==> src/rtl/reg_writeback_unit_pkg.sv <==
`default_nettype none
// ============================================================================
// Module  : reg_writeback_unit_pkg
// Brief   : Shared widths, default depth and the write-back entry record.
// Revision: 1.0 - initial release
// ============================================================================
package reg_writeback_unit_pkg;

  localparam int C_DATA_W = 8;
  localparam int C_ADDR_W = 4;
  localparam int C_DEPTH  = 4;

  typedef struct packed {
    logic [C_ADDR_W-1:0] addr;
    logic [C_DATA_W-1:0] data;
  } wb_entry_t;

endpackage
`default_nettype wire

==> src/rtl/reg_writeback_unit_if.sv <==
`default_nettype none
// ============================================================================
// Module  : reg_writeback_unit_if
// Brief   : Load/ALU request channels and register-file write port.
// Revision: 1.0 - initial release
// ============================================================================
interface reg_writeback_unit_if #(
  parameter int ADDR_W = 4,
  parameter int DATA_W = 8
);
  logic              ld_valid;
  logic [ADDR_W-1:0] ld_addr;
  logic [DATA_W-1:0] ld_data;
  logic              ld_ready;
  logic              alu_valid;
  logic [ADDR_W-1:0] alu_addr;
  logic [DATA_W-1:0] alu_data;
  logic              alu_ready;
  logic              wr_hold;
  logic              flush;
  logic              wr_en;
  logic [ADDR_W-1:0] wr_addr;
  logic [DATA_W-1:0] wr_data;

  modport master (
    output ld_valid, ld_addr, ld_data, alu_valid, alu_addr, alu_data, wr_hold, flush,
    input  ld_ready, alu_ready, wr_en, wr_addr, wr_data
  );

  modport slave (
    input  ld_valid, ld_addr, ld_data, alu_valid, alu_addr, alu_data, wr_hold, flush,
    output ld_ready, alu_ready, wr_en, wr_addr, wr_data
  );
endinterface
`default_nettype wire

==> src/rtl/reg_writeback_unit_wb_fifo.sv <==
`default_nettype none
// ============================================================================
// Module  : wb_fifo
// Brief   : Circular write-back queue exposing every slot plus an occupancy mask.
// Revision: 1.0 - initial release
// ============================================================================
module wb_fifo
  import reg_writeback_unit_pkg::*;
#(
  parameter int  DEPTH   = C_DEPTH,
  parameter type ENTRY_T = wb_entry_t
) (
  input  wire logic                         clk,
  input  wire logic                         reset,
  input  wire logic                         i_flush,
  input  wire logic                         i_push,
  input  wire ENTRY_T                       i_push_entry,
  input  wire logic                         i_pop,
  output logic                              o_full,
  output logic                              o_empty,
  output logic [$clog2(DEPTH+1)-1:0]        o_count,
  output ENTRY_T                            o_head,
  output ENTRY_T [DEPTH-1:0]                o_entries,
  output logic [DEPTH-1:0]                  o_occupied
);
  localparam int PTR_W = $clog2(DEPTH);
  localparam int CNT_W = $clog2(DEPTH+1);
  localparam logic [CNT_W-1:0] c_full_cnt = CNT_W'(DEPTH);

  ENTRY_T             r_mem [DEPTH];
  logic [PTR_W-1:0]   r_wr_ptr;
  logic [PTR_W-1:0]   r_rd_ptr;
  logic [CNT_W-1:0]   r_count;

  // DEPTH is a power of two, so pointer increments wrap naturally.
  always_ff @(posedge clk or negedge reset) begin
    if (!reset) begin
      r_wr_ptr <= '0;
      r_rd_ptr <= '0;
      r_count  <= '0;
    end else if (i_flush) begin
      r_wr_ptr <= '0;
      r_rd_ptr <= '0;
      r_count  <= '0;
    end else begin
      if (i_push) r_wr_ptr <= r_wr_ptr + PTR_W'(1);
      if (i_pop)  r_rd_ptr <= r_rd_ptr + PTR_W'(1);
      case ({i_push, i_pop})
        2'b10:   r_count <= r_count + CNT_W'(1);
        2'b01:   r_count <= r_count - CNT_W'(1);
        default: r_count <= r_count;
      endcase
    end
  end

  always_ff @(posedge clk) begin
    if (i_push) r_mem[r_wr_ptr] <= i_push_entry;
  end

  assign o_full  = (r_count == c_full_cnt);
  assign o_empty = (r_count == '0);
  assign o_count = r_count;
  assign o_head  = r_mem[r_rd_ptr];

  // A slot is live when its distance from the read pointer is below the count.
  for (genvar i = 0; i < DEPTH; i++) begin : g_slot
    logic [PTR_W-1:0] w_offs;
    assign w_offs        = PTR_W'(i) - r_rd_ptr;
    assign o_occupied[i] = (CNT_W'(w_offs) < r_count);
    assign o_entries[i]  = r_mem[i];
  end
endmodule
`default_nettype wire

==> src/rtl/reg_writeback_unit.sv <==
`default_nettype none
// ============================================================================
// Module  : reg_writeback_unit
// Brief   : Arbitrates load/ALU results into a queue and drains it to the RF.
// Revision: 1.0 - initial release
// ============================================================================
module reg_writeback_unit
  import reg_writeback_unit_pkg::*;
#(
  parameter int DEPTH  = C_DEPTH,
  parameter int DATA_W = C_DATA_W,
  parameter int ADDR_W = C_ADDR_W
) (
  input  wire logic                       clk,
  input  wire logic                       reset,
  reg_writeback_unit_if.slave             bus,
  input  wire logic [ADDR_W-1:0]          query_addr_A,
  input  wire logic [ADDR_W-1:0]          query_addr_B,
  output logic                            pending_A,
  output logic                            pending_B,
  output logic [$clog2(DEPTH+1)-1:0]      fifo_count
);
  // Same layout as wb_entry_t, but sized by this instance's parameters.
  typedef struct packed {
    logic [ADDR_W-1:0] addr;
    logic [DATA_W-1:0] data;
  } entry_t;

  logic                 w_full;
  logic                 w_empty;
  logic                 w_ld_ready;
  logic                 w_alu_ready;
  logic                 w_ld_push;
  logic                 w_push;
  logic                 w_wr_en;
  logic                 w_pend_a;
  logic                 w_pend_b;
  entry_t               w_push_entry;
  entry_t               w_head;
  entry_t [DEPTH-1:0]   w_entries;
  logic [DEPTH-1:0]     w_occ;

  wb_fifo #(
    .DEPTH   (DEPTH),
    .ENTRY_T (entry_t)
  ) u_fifo (
    .clk          (clk),
    .reset        (reset),
    .i_flush      (bus.flush),
    .i_push       (w_push),
    .i_push_entry (w_push_entry),
    .i_pop        (w_wr_en),
    .o_full       (w_full),
    .o_empty      (w_empty),
    .o_count      (fifo_count),
    .o_head       (w_head),
    .o_entries    (w_entries),
    .o_occupied   (w_occ)
  );

  // Readies read high in reset; the held-in-reset FIFO ignores any push anyway.
  always_comb begin
    w_ld_ready   = !reset || (!w_full && !bus.flush);
    w_alu_ready  = !reset || (!w_full && !bus.flush && !bus.ld_valid);
    w_ld_push    = bus.ld_valid && w_ld_ready;
    w_push       = w_ld_push || (bus.alu_valid && w_alu_ready);
    w_push_entry = w_ld_push ? entry_t'{addr: bus.ld_addr,  data: bus.ld_data}
                             : entry_t'{addr: bus.alu_addr, data: bus.alu_data};
    w_wr_en      = !w_empty && !bus.wr_hold;
  end

  always_comb begin
    w_pend_a = 1'b0;
    w_pend_b = 1'b0;
    for (int i = 0; i < DEPTH; i++) begin
      if (w_occ[i] && (w_entries[i].addr == query_addr_A)) w_pend_a = 1'b1;
      if (w_occ[i] && (w_entries[i].addr == query_addr_B)) w_pend_b = 1'b1;
    end
  end

  assign bus.ld_ready  = w_ld_ready;
  assign bus.alu_ready = w_alu_ready;
  assign bus.wr_en     = w_wr_en;
  assign bus.wr_addr   = w_empty ? '0 : w_head.addr;
  assign bus.wr_data   = w_empty ? '0 : w_head.data;
  assign pending_A     = w_pend_a;
  assign pending_B     = w_pend_b;
endmodule
`default_nettype wire

==> src/flat_wrapper.sv <==
// flat-port wrapper written by rule: the top's interface ports become plain ports
module reg_writeback_unit_flat import reg_writeback_unit_pkg::*;
#(
  parameter int DEPTH  = C_DEPTH,
  parameter int DATA_W = C_DATA_W,
  parameter int ADDR_W = C_ADDR_W
)
  (clk, reset, query_addr_A, query_addr_B, pending_A, pending_B, fifo_count, bus_ld_valid, bus_ld_addr, bus_ld_data, bus_alu_valid, bus_alu_addr, bus_alu_data, bus_wr_hold, bus_flush, bus_ld_ready, bus_alu_ready, bus_wr_en, bus_wr_addr, bus_wr_data);
  reg_writeback_unit_if #(.ADDR_W(ADDR_W), .DATA_W(DATA_W)) bus_i ();
  input  wire logic clk;
  input  wire logic reset;
  input  wire logic [ADDR_W-1:0] query_addr_A;
  input  wire logic [ADDR_W-1:0] query_addr_B;
  output logic pending_A;
  output logic pending_B;
  output logic [$clog2(DEPTH+1)-1:0] fifo_count;
  input wire logic [$bits(bus_i.ld_valid)-1:0] bus_ld_valid;
  input wire logic [$bits(bus_i.ld_addr)-1:0] bus_ld_addr;
  input wire logic [$bits(bus_i.ld_data)-1:0] bus_ld_data;
  input wire logic [$bits(bus_i.alu_valid)-1:0] bus_alu_valid;
  input wire logic [$bits(bus_i.alu_addr)-1:0] bus_alu_addr;
  input wire logic [$bits(bus_i.alu_data)-1:0] bus_alu_data;
  input wire logic [$bits(bus_i.wr_hold)-1:0] bus_wr_hold;
  input wire logic [$bits(bus_i.flush)-1:0] bus_flush;
  output wire logic [$bits(bus_i.ld_ready)-1:0] bus_ld_ready;
  output wire logic [$bits(bus_i.alu_ready)-1:0] bus_alu_ready;
  output wire logic [$bits(bus_i.wr_en)-1:0] bus_wr_en;
  output wire logic [$bits(bus_i.wr_addr)-1:0] bus_wr_addr;
  output wire logic [$bits(bus_i.wr_data)-1:0] bus_wr_data;
  assign bus_i.ld_valid = bus_ld_valid;
  assign bus_i.ld_addr = bus_ld_addr;
  assign bus_i.ld_data = bus_ld_data;
  assign bus_i.alu_valid = bus_alu_valid;
  assign bus_i.alu_addr = bus_alu_addr;
  assign bus_i.alu_data = bus_alu_data;
  assign bus_i.wr_hold = bus_wr_hold;
  assign bus_i.flush = bus_flush;
  assign bus_ld_ready = bus_i.ld_ready;
  assign bus_alu_ready = bus_i.alu_ready;
  assign bus_wr_en = bus_i.wr_en;
  assign bus_wr_addr = bus_i.wr_addr;
  assign bus_wr_data = bus_i.wr_data;
  reg_writeback_unit #(.DEPTH(DEPTH), .DATA_W(DATA_W), .ADDR_W(ADDR_W)) u_core (.clk(clk), .reset(reset), .bus(bus_i), .query_addr_A(query_addr_A), .query_addr_B(query_addr_B), .pending_A(pending_A), .pending_B(pending_B), .fifo_count(fifo_count));
endmodule
==> config.mk <==
export PLATFORM = sky130hd
export DESIGN_NAME = reg_writeback_unit_flat
export DESIGN_NICKNAME = d
export VERILOG_FILES = /design/src/rtl/reg_writeback_unit_pkg.sv /design/src/rtl/reg_writeback_unit_if.sv /design/src/rtl/reg_writeback_unit_wb_fifo.sv /design/src/rtl/reg_writeback_unit.sv /design/src/flat_wrapper.sv
export SDC_FILE = /design/constraint.sdc
export NUM_CORES = 1
export LEC_CHECK = 0
export ABC_CLOCK_PERIOD_IN_PS = 7200
export BUFFER_PORTS_ARGS = -buffer_cell sky130_fd_sc_hd__buf_2
export CELL_PAD_IN_SITES_DETAIL_PLACEMENT = 1
export CELL_PAD_IN_SITES_GLOBAL_PLACEMENT = 1
export CORE_MARGIN = 3
export CORE_UTILIZATION = 49
export CTS_CLUSTER_SIZE = 28
export DETAILED_ROUTE_END_ITERATION = 10
export GPL_ROUTABILITY_DRIVEN = 0
export MAX_ROUTING_LAYER = met4
export PLACE_DENSITY = 0.83
export SYNTH_ARGS = -nofsm -noshare
export SYNTH_HDL_FRONTEND = slang
export SYNTH_SLANG_ARGS = --single-unit
==> constraint.sdc <==
create_clock -name clk -period 7.2 [get_ports clk]
set_input_delay 0 -clock clk [delete_from_list [all_inputs] [get_ports clk]]
set_output_delay 0 -clock clk [all_outputs]
set_load 0.01 [all_outputs]
==> metrics.md, run 1 <==
| Metric | Value |
|---|---|
| Row count | 28 |
| Root buffer cell | clkbuf_8 |
| Slew Viols, Final | 0 |
| Crit-path max FO | 14 |
| Leak Pwr | 0.00132 uW |
| Maximum VDD drop | 0.000157 V |
| Area grow syn2layout | 14.7% |
| Final Hold Vio Count | 0 |
| Vias | 1,913 |
| Vias per cell | 5.50 |
| Core area | 0.00596 mm^2 |
| Max Cap Viol | 0 |
| Setup TNS | 0 ns |
| Initial antenna violation count | 0 |
| Diodes inserted | 0 |
| Final Non-Filler Cells | 348 |
| HPWL after DPL | 4.99 mm |
| Setup CP Type | flip-flop to flip-flop |
| Largest net degree at the start of global routing | 19 |
| Global Route Usage Sum | 20.4% |
| Post-layout min period | 3.09 ns |
| I/O Buffers | 57 |
| Vias in the first global route | 2,184 |
| Later-pin clock latency in the skew report | 0.30 ns |
| Initial core utilization | 50.9% |
| First-pass GRT wire length | 11.1 mm |
| Post-synthesis cell area | 0.00303 mm^2 |
| Worst Setup Start Kind | flip-flop |
| Synth top area cells | edfxtp_1 48%, mux4_2 8.9%, xor2_1 6.9% |
| RSZ-0062 raised after global routing | false |
| Post-synthesis cell count | 215 |
| Fraction of final layout cells sized beyond drive strength 1 | 34.4% |
| Final Cycle Share | 42.8% |
| Asr flop ratio synth | 12.7% |
| Min-Delay Path Class | primary input to flip-flop |
| Detail Route Antenna Nets | 0 |
| Top FF cell, synth | edfxtp_1 |
| Clock tree buffer depth | 2 |
| Headroom to the max-slew limit | 33.8% |
| TritonCTS clock tree | yes |
| Most numerous cell in the Yosys netlist | edfxtp_1 |
| Grt total ovfl | 0 |
| Power per standard cell area | 295 mW/mm^2 |
| Final nets | 319 |
| Num Clock Sinks | 55 |
| Area share of the largest cell type after synthesis | 47.5% |
| Worst EP arrival | 3.31 ns |
| H-tree lvl count | 2 |
| Ports | 58 |
| Synth warnings | 0 |
| Net count after synthesis | 262 |
| Run status | complete, no violations |
| Worst-margin pin slew | 0.993 ns |
| Clock transition at path regs | 0.09 ns |
| Worst hold margin | 0.0432 ns |
| Crit. End Element | flip-flop |
| Fmax | 0.324 GHz |
| Drt total wl | 6.57 mm |
| Avg WL per Cell | 18.9 um |
| Die height | 84.7 um |
| Post-synth EDFFs | 48 |
| Design Area, Final | 0.00348 mm^2 |
| # DRC | 0 |
| Syn Area/Cell | 14.1 um^2 |
| Sequential area share after synthesis | 53.3% |
| Flops & latches, synth | 55 |
| Biggest area consumer among synthesized cells | edfxtp_1 |
| DP Area | 0.00336 mm^2 |
| 1st-iter DRT viols | 82 |
| Die X | 84.7 um |
| Synth cell count leaders | 48 x edfxtp_1, 24 x xor2_1, 13 x nor2b_1 |
| Endpoints failing setup | 0 |
| Die area | 0.00717 mm^2 |
| Number of unique standard cell types used by synthesis | 47 |
| TritonRoute pass-1 iters | 4 |
| CP required | 7.43 ns |
| Skew final | 0.00650 ns |
| Dpl cells | 339 |
| CTS Buf Count | 5 |
[cell families after synthesis]
family / Yosys count / synth area share (%)
AO/OA/AOI/OAI: 22 / 5.28
XOR/XNOR: 36 / 10.4
adder cells (fa/ha/maj): 9 / 3.96
buffers and inverters: 14 / 2.31
flip-flops: 55 / 53.3
multiplexers: 27 / 14.4
AND/OR/NAND/NOR: 52 / 10.3
[metrics by stage]
stage	total power (uW)	util [%]	setup slack, ns
5_1_grt	1100	58.4	3.89
2_1_floorplan	724	-	4.84
3_5_place_dp	855	56.5	4.14
3_3_place_gp	842	56.5	4.14
4_1_cts	1040	58.4	4.11
6_report	1030	58.4	4.11
[registers in the layout (all words and copies together), names as in the netlist]
name	flops
u_core.u_fifo.o_count	3
u_core.u_fifo.r_mem	48
u_core.u_fifo.r_wr_ptr	2
u_core.u_fifo.r_rd_ptr	2
[layout make-up]
class	count	area, um^2
clock buffer	7	96.3
clock inverter	1	7.51
fill	624	2480
inverter	6	22.5
multi-input combinational	146	1350
sequential	55	1620
tap	75	93.8
timing repair buffer	58	295
[where the power goes]
part           switching (uW)  internal (uW)
Sequential               63.1            394
Clock                    96.0           87.6
Combinational             197            189
[worst paths after layout]
| kind | slack, ns | from | to | cells after the start |
|---|---|---|---|---|
| setup / recovery | 4.11 | u_core.u_fifo.o_count[2] | u_core.u_fifo.o_count[2] | 7 |
| hold / removal | 0.04 | bus_wr_hold | u_core.u_fifo.o_count[2] | 3 |
| setup reg to reg | 4.11 | u_core.u_fifo.o_count[2] | u_core.u_fifo.o_count[2] | 7 |
| hold reg to reg | 0.61 | u_core.u_fifo.r_wr_ptr[1] | u_core.u_fifo.r_wr_ptr[1] | 2 |
| max in group asynchronous | 6.89 | reset | u_core.u_fifo.r_wr_ptr[1] | 2 |
| min in group asynchronous | 0.10 | reset | u_core.u_fifo.o_count[1] | 2 |
[what timing repair did]
action                    4_1_cts  5_1_grt
hold endpoints to repair        7        0
hold buffers                    1        0
setup buffers                   0        0
gates resized for setup         0        0
[worst max-delay path, stage by stage, from the launching register on]
cell and delay [ns]:
dfrtp_1 0.54, nor3_2 0.83, or2_4 0.27, nor2_1 0.06, fa_1 0.44, or4_1 0.54
a21o_1 0.19, a31oi_1 0.15
[placed cells by master (no fill, tap or decap), types with 2 or more instances in the layout]
| cell type | instances |
|---|---|
| nand2_1 | 3 |
| a21oi_1 | 4 |
| edfxtp_1 | 48 |
| nor3b_1 | 3 |
| o21bai_1 | 2 |
| nand2b_1 | 2 |
| and2_1 | 4 |
| mux2_2 | 12 |
| buf_2 | 57 |
| ha_1 | 8 |
| xor2_1 | 24 |
| nor4_1 | 6 |
| clkbuf_8 | 7 |
| nand4_1 | 2 |
| nor2_1 | 10 |
| mux2i_1 | 2 |
| dfrtp_1 | 7 |
| inv_1 | 6 |
| xnor2_1 | 12 |
| mux4_2 | 12 |
| o21ai_0 | 3 |
| nor2b_1 | 13 |
| o211ai_1 | 2 |
[metal layers]
layer	global-route usage (%)	routed length, um	vias to the layer above
met2	34.9	3440	43
met3	2.65	230	12
met4	7.77	129	0
met1	24.7	2770	945
li1	-	-	913
met5	-	0	-
Power figures use the tool's default switching activity.
==> inputs of run 2 (changes only) <==
Settings changed: ABC_CLOCK_PERIOD_IN_PS 7200 to 2600, CORE_UTILIZATION 49 to 41, PLACE_DENSITY 0.83 to 0.73.
Clock period 7.2 ns to 2.6 ns, I/O delays scaled along.
==> metrics.md, run 2 (same netlist as run 1, synthesis figures left out) <==
| Metric | Value |
|---|---|
| R2R setup slack | 0.22 ns |
| 1st-iter DRT viols | 101 |
| Die area | 0.00846 mm^2 |
| Leak Pwr | 0.00140 uW |
| Clock tree buffer depth | 2 |
| Num Clock Sinks | 55 |
| Largest register FFs | 48 |
| Slew Viols, Final | 0 |
| Die X | 92.0 um |
| Fin util | 52.0% |
| Detail Route Antenna Nets | 0 |
| Power per standard cell area | 845 mW/mm^2 |
| TritonRoute pass-1 iters | 4 |
| Fraction of final layout cells sized beyond drive strength 1 | 37.1% |
| Postcts setup bufs | 0 |
| Most frequent CP cell | nor2_1 |
| Drt total wl | 6.92 mm |
| Post-layout min period | 2.41 ns |
| Core area | 0.00698 mm^2 |
| Hold-fix buffers, CTS | 1 |
| Vias | 1,995 |
| Metal3 WL | 234 um |
| Crit path max-delay family | simple AND/OR/NAND/NOR gates |
| Grt total ovfl | 0 |
| Crit-path slowest cell | or4_1 |
| Met2 WL | 3.67 mm |
| Crit-path max FO | 13 |
| Vias in the first global route | 2,187 |
| Worst EP arrival | 2.63 ns |
| First-pass GRT wire length | 11.4 mm |
| Initial core utilization | 43.4% |
| Most frequent cells in the layout | 57 x buf_2, 48 x edfxtp_1, 24 x xor2_1 |
| Total power | 3070 uW |
| Initial antenna violation count | 0 |
| I/O Buffers | 57 |
| Run status | complete, no violations |
| Largest net degree at the start of global routing | 17 |
| Final Cycle Share | 92.6% |
| Final Hold Vio Count | 0 |
| Root buffer cell | clkbuf_8 |
| Bufs and invs on worst path | 2 |
| Worst Setup Start Kind | primary input |
| Area grow syn2layout | 19.7% |
| Row count | 30 |
| # DRC | 0 |
| CTS Buf Count | 5 |
| Clock transition at path regs | 0.09 ns |
| Skew final | 0.00514 ns |
| Metal1 wirelength | 2.97 mm |
| Setup TNS | 0 ns |
| Filler Cell Count | 745 |
| Global Route Usage Sum | 17.7% |
| DP Area | 0.00349 mm^2 |
| Crit. End Element | flip-flop |
| Endpoints failing setup | 0 |
| Max Cap Viol | 0 |
| CP required | 2.83 ns |
| Largest Register | u_core.u_fifo.r_mem |
| PnR worst setup slack | 0.193 ns |
| Final nets | 332 |
| Maximum VDD drop | 0.000407 V |
| Max stage delay on crit path | 0.54 ns |
| HPWL after DPL | 5.25 mm |
| Die height | 92.0 um |
| Top routing layer used | met4 |
| Setup CP Type | primary input to flip-flop |
| Avg WL per Cell | 18.1 um |
| CP Cell Sequence | dlygate4sd3_1 > buf_2 > o2bb2ai_1 > nor2_1 > nor2_1 > fa_1 > or4_1 > a21o_1 > a31oi_1 |
| Commonest non-fill, non-tap cell in the layout | buf_2 |
| RSZ-0062 raised after global routing | false |
| Design Area, Final | 0.00363 mm^2 |
| Vias per cell | 5.22 |
| Fmax | 0.415 GHz |
| H-tree lvl count | 2 |
| Diodes inserted | 0 |
| TritonCTS clock tree | yes |
| Worst-margin pin slew | 0.513 ns |
| Headroom to the max-slew limit | 65.8% |
| Place WS | 0.250 ns |
| Later-pin clock latency in the skew report | 0.30 ns |
| Cts repair resizes | 0 |
| Ports | 58 |
| Min-Delay Path Class | primary input to flip-flop |
==> run 2: metal layers <==
metal,GRT usage (%),vias to the layer above
met4,2.97,0
li1,-,937
met1,22.9,1008
met5,-,-
met2,30.7,44
met3,2.13,6
==> run 2: metrics by stage <==
| stage | hold slack (ns) | std cells |
|---|---|---|
| 3_3_place_gp | -0.113 | 373 |
| 5_1_grt | 0.0413 | 382 |
| 4_1_cts | 0.0233 | 382 |
| 3_5_place_dp | -0.114 | 373 |
| 6_report | 0.0240 | 382 |
| 2_1_floorplan | -0.296 | 215 |
==> run 2: worst paths after layout <==
path / startpoint / end / depth (start not counted)
setup / recovery: reset / u_core.u_fifo.o_count[2] / 9
hold / removal: bus_flush / u_core.u_fifo.r_wr_ptr[0] / 2
setup reg to reg: u_core.u_fifo.o_count[0] / u_core.u_fifo.o_count[2] / 8
hold reg to reg: u_core.u_fifo.r_wr_ptr[1] / u_core.u_fifo.r_wr_ptr[1] / 2
max in group asynchronous: reset / u_core.u_fifo.r_wr_ptr[0] / 2
min in group asynchronous: reset / u_core.u_fifo.o_count[2] / 2
==> run 2: final cells by class <==
| class | instances | area, um^2 | area share [%] |
|---|---|---|---|
| multi-input combinational | 146 | 1350 | 37.1 |
| clock inverter | 2 | 60.1 | 1.65 |
| tap | 96 | 120 | 3.31 |
| inverter | 6 | 22.5 | 0.620 |
| timing repair buffer | 71 | 393 | 10.8 |
| sequential | 55 | 1620 | 44.5 |
| clock buffer | 6 | 72.6 | 2.00 |
==> run 2: power by group <==
part	switching (uW)	total, uW	internal [uW]
Clock	260	645	385
Sequential	97.3	1190	1090
Combinational	649	1230	582
==> run 2: worst reg2reg max path, delay by kind of cell, from the launching register on <==
kind / cells / cell delay, ns
and+or+nand+nor: 4 / 0.83
DFF: 1 / 0.46
adders and majority gates: 1 / 0.45
AOI/OAI and AO/OA: 2 / 0.36
buffers and inverters: 1 / 0.19
==> inputs of run 3 (changes only) <==
Settings changed: CTS_BUF_LIST set to sky130_fd_sc_hd__clkbuf_16.
==> metrics.md, run 3 (same netlist as run 1, synthesis figures left out) <==
| Metric | Value |
|---|---|
| CTS Buf Count | 5 |
| Setup CP Type | primary input to flip-flop |
| HPWL after DPL | 5.25 mm |
| Commonest non-fill, non-tap cell in the layout | buf_2 |
| H-tree lvl count | 2 |
| Worst Setup Start Kind | primary input |
| Endpoints failing setup | 0 |
| Ports | 58 |
| Run status | complete, no violations |
| Dpl cells | 373 |
| Total power | 3260 uW |
| Vias in the first global route | 2,246 |
| Vias per cell | 5.21 |
| Area grow syn2layout | 21.8% |
| Die area | 0.00846 mm^2 |
| Root buffer cell | clkbuf_16 |
| Final nets | 333 |
| 1st-iter DRT viols | 76 |
| Most frequent cells in the layout | 57 x buf_2, 48 x edfxtp_1, 24 x xor2_1 |
| I/O Buffers | 57 |
| Worst EP arrival | 2.60 ns |
| Vias | 1,997 |
| Final Hold Vio Count | 0 |
| Die X | 92.0 um |
| Max Cap Viol | 0 |
| Num Clock Sinks | 55 |
| Clock tree buffer depth | 2 |
| Die height | 92.0 um |
| Post-layout min period | 2.39 ns |
| Later-pin clock latency in the skew report | 0.29 ns |
| Worst-margin pin slew | 0.536 ns |
| Skew final | 0.00693 ns |
| RSZ-0062 raised after global routing | false |
| Initial core utilization | 43.4% |
| Drt total wl | 7.17 mm |
| Leak Pwr | 0.00143 uW |
| Diodes inserted | 0 |
| Fmax | 0.418 GHz |
| Min-Delay Path Class | primary input to flip-flop |
| Filler Cell Count | 739 |
| CP required | 2.81 ns |
| Power per standard cell area | 884 mW/mm^2 |
| TritonRoute pass-1 iters | 4 |
| Row count | 30 |
| Detail Route Antenna Nets | 0 |
| Largest net degree at the start of global routing | 17 |
| Largest Register | u_core.u_fifo.r_mem |
| Max stage delay on crit path | 0.54 ns |
| Maximum VDD drop | 0.000642 V |
| Cts repair resizes | 0 |
| Crit-path slowest cell | or4_1 |
| Headroom to the max-slew limit | 64.3% |
| # DRC | 0 |
| Final Non-Filler Cells | 383 |
| Slew Viols, Final | 0 |
| PnR worst setup slack | 0.210 ns |
| TritonCTS clock tree | yes |
| CP Cell Sequence | dlygate4sd3_1 > buf_2 > o2bb2ai_1 > nor2_1 > nor2_1 > fa_1 > or4_1 > a21o_1 > a31oi_1 |
| Fraction of final layout cells sized beyond drive strength 1 | 37.3% |
| Initial antenna violation count | 0 |
| Crit. End Element | flip-flop |
| Place WS | 0.250 ns |
| Most frequent CP cell | nor2_1 |
| Worst hold margin | 0.0434 ns |
| Grt total ovfl | 0 |
| Core area | 0.00698 mm^2 |
| Avg WL per Cell | 18.7 um |
| Final Cycle Share | 91.9% |
| Global Route Usage Sum | 18.9% |
| Clock transition at path regs | 0.07 ns |
| Setup TNS | 0 ns |
| First-pass GRT wire length | 11.8 mm |
| Largest register FFs | 48 |
| Crit-path max FO | 13 |
run 3: cell types whose count changed in the layout (fill, tap and decap cells not counted), sizes merged:
cell | before | now
inv | 6 | 7
clkbuf | 6 | 5
buf | 70 | 71
run 3: per-layer routing:
metal	part of all wire (%)	wire length, um	vias to the layer above	track usage [%]
met5	0	0	-	-
met4	1.1	79	0	5.32
met3	3.9	278	4	3.61
met2	54	3890	47	32.5
met1	41	2920	1002	22.7
li1	-	-	944	-
run 3: where the power goes:
part	switching [uW]	internal, uW
Combinational	657	587
Clock	283	548
Sequential	95.6	1090
run 3: area by class of cell:
type                            instances  area (um^2)  area share (%)
Multi-Input combinational cell        146         1350            36.4
Tap cell                               96          120            3.25
Inverter                                6         22.5           0.610
Clock inverter                          3         63.8            1.73
Clock buffer                            5          125            3.39
Timing Repair Buffer                   72          400            10.8
Sequential cell                        55         1620            43.8
run 3: path summary, 6_finish.rpt:
path / to / depth (start not counted) / slack (ns) / start
setup reg to reg: u_core.u_fifo.o_count[2] / 8 / 0.24 / u_core.u_fifo.o_count[0]
setup / recovery: u_core.u_fifo.o_count[2] / 9 / 0.21 / reset
hold reg to reg: u_core.u_fifo.r_wr_ptr[0] / 2 / 0.64 / u_core.u_fifo.r_wr_ptr[0]
hold / removal: u_core.u_fifo.r_wr_ptr[0] / 2 / 0.04 / bus_flush
min in group asynchronous: u_core.u_fifo.r_wr_ptr[1] / 2 / 0.12 / reset
max in group asynchronous: u_core.u_fifo.o_count[0] / 2 / 2.26 / reset
run 3: what timing repair did:
| action | in CTS | in global routing |
|---|---|---|
| buffers inserted | 0 | 1 |
| endpoints found under the setup margin | 0 | 1 |
| hold buffers | 1 | 0 |
| hold endpoints to repair | 7 | 0 |
run 3: per-stage QoR:
step           instance area [um^2]  utilization [%]
2_1_floorplan                  3030                -
3_3_place_gp                   3490             49.9
3_5_place_dp                   3490             49.9
4_1_cts                        3690             52.8
5_1_grt                        3690             52.9
6_report                       3690             52.9
run 3: worst max-delay path, delay by kind of cell:
family / cells / cell delay, ns
simple gates: 3 / 0.79
buf+inv: 2 / 0.75
compound gates: 3 / 0.61
fa+ha+maj: 1 / 0.45
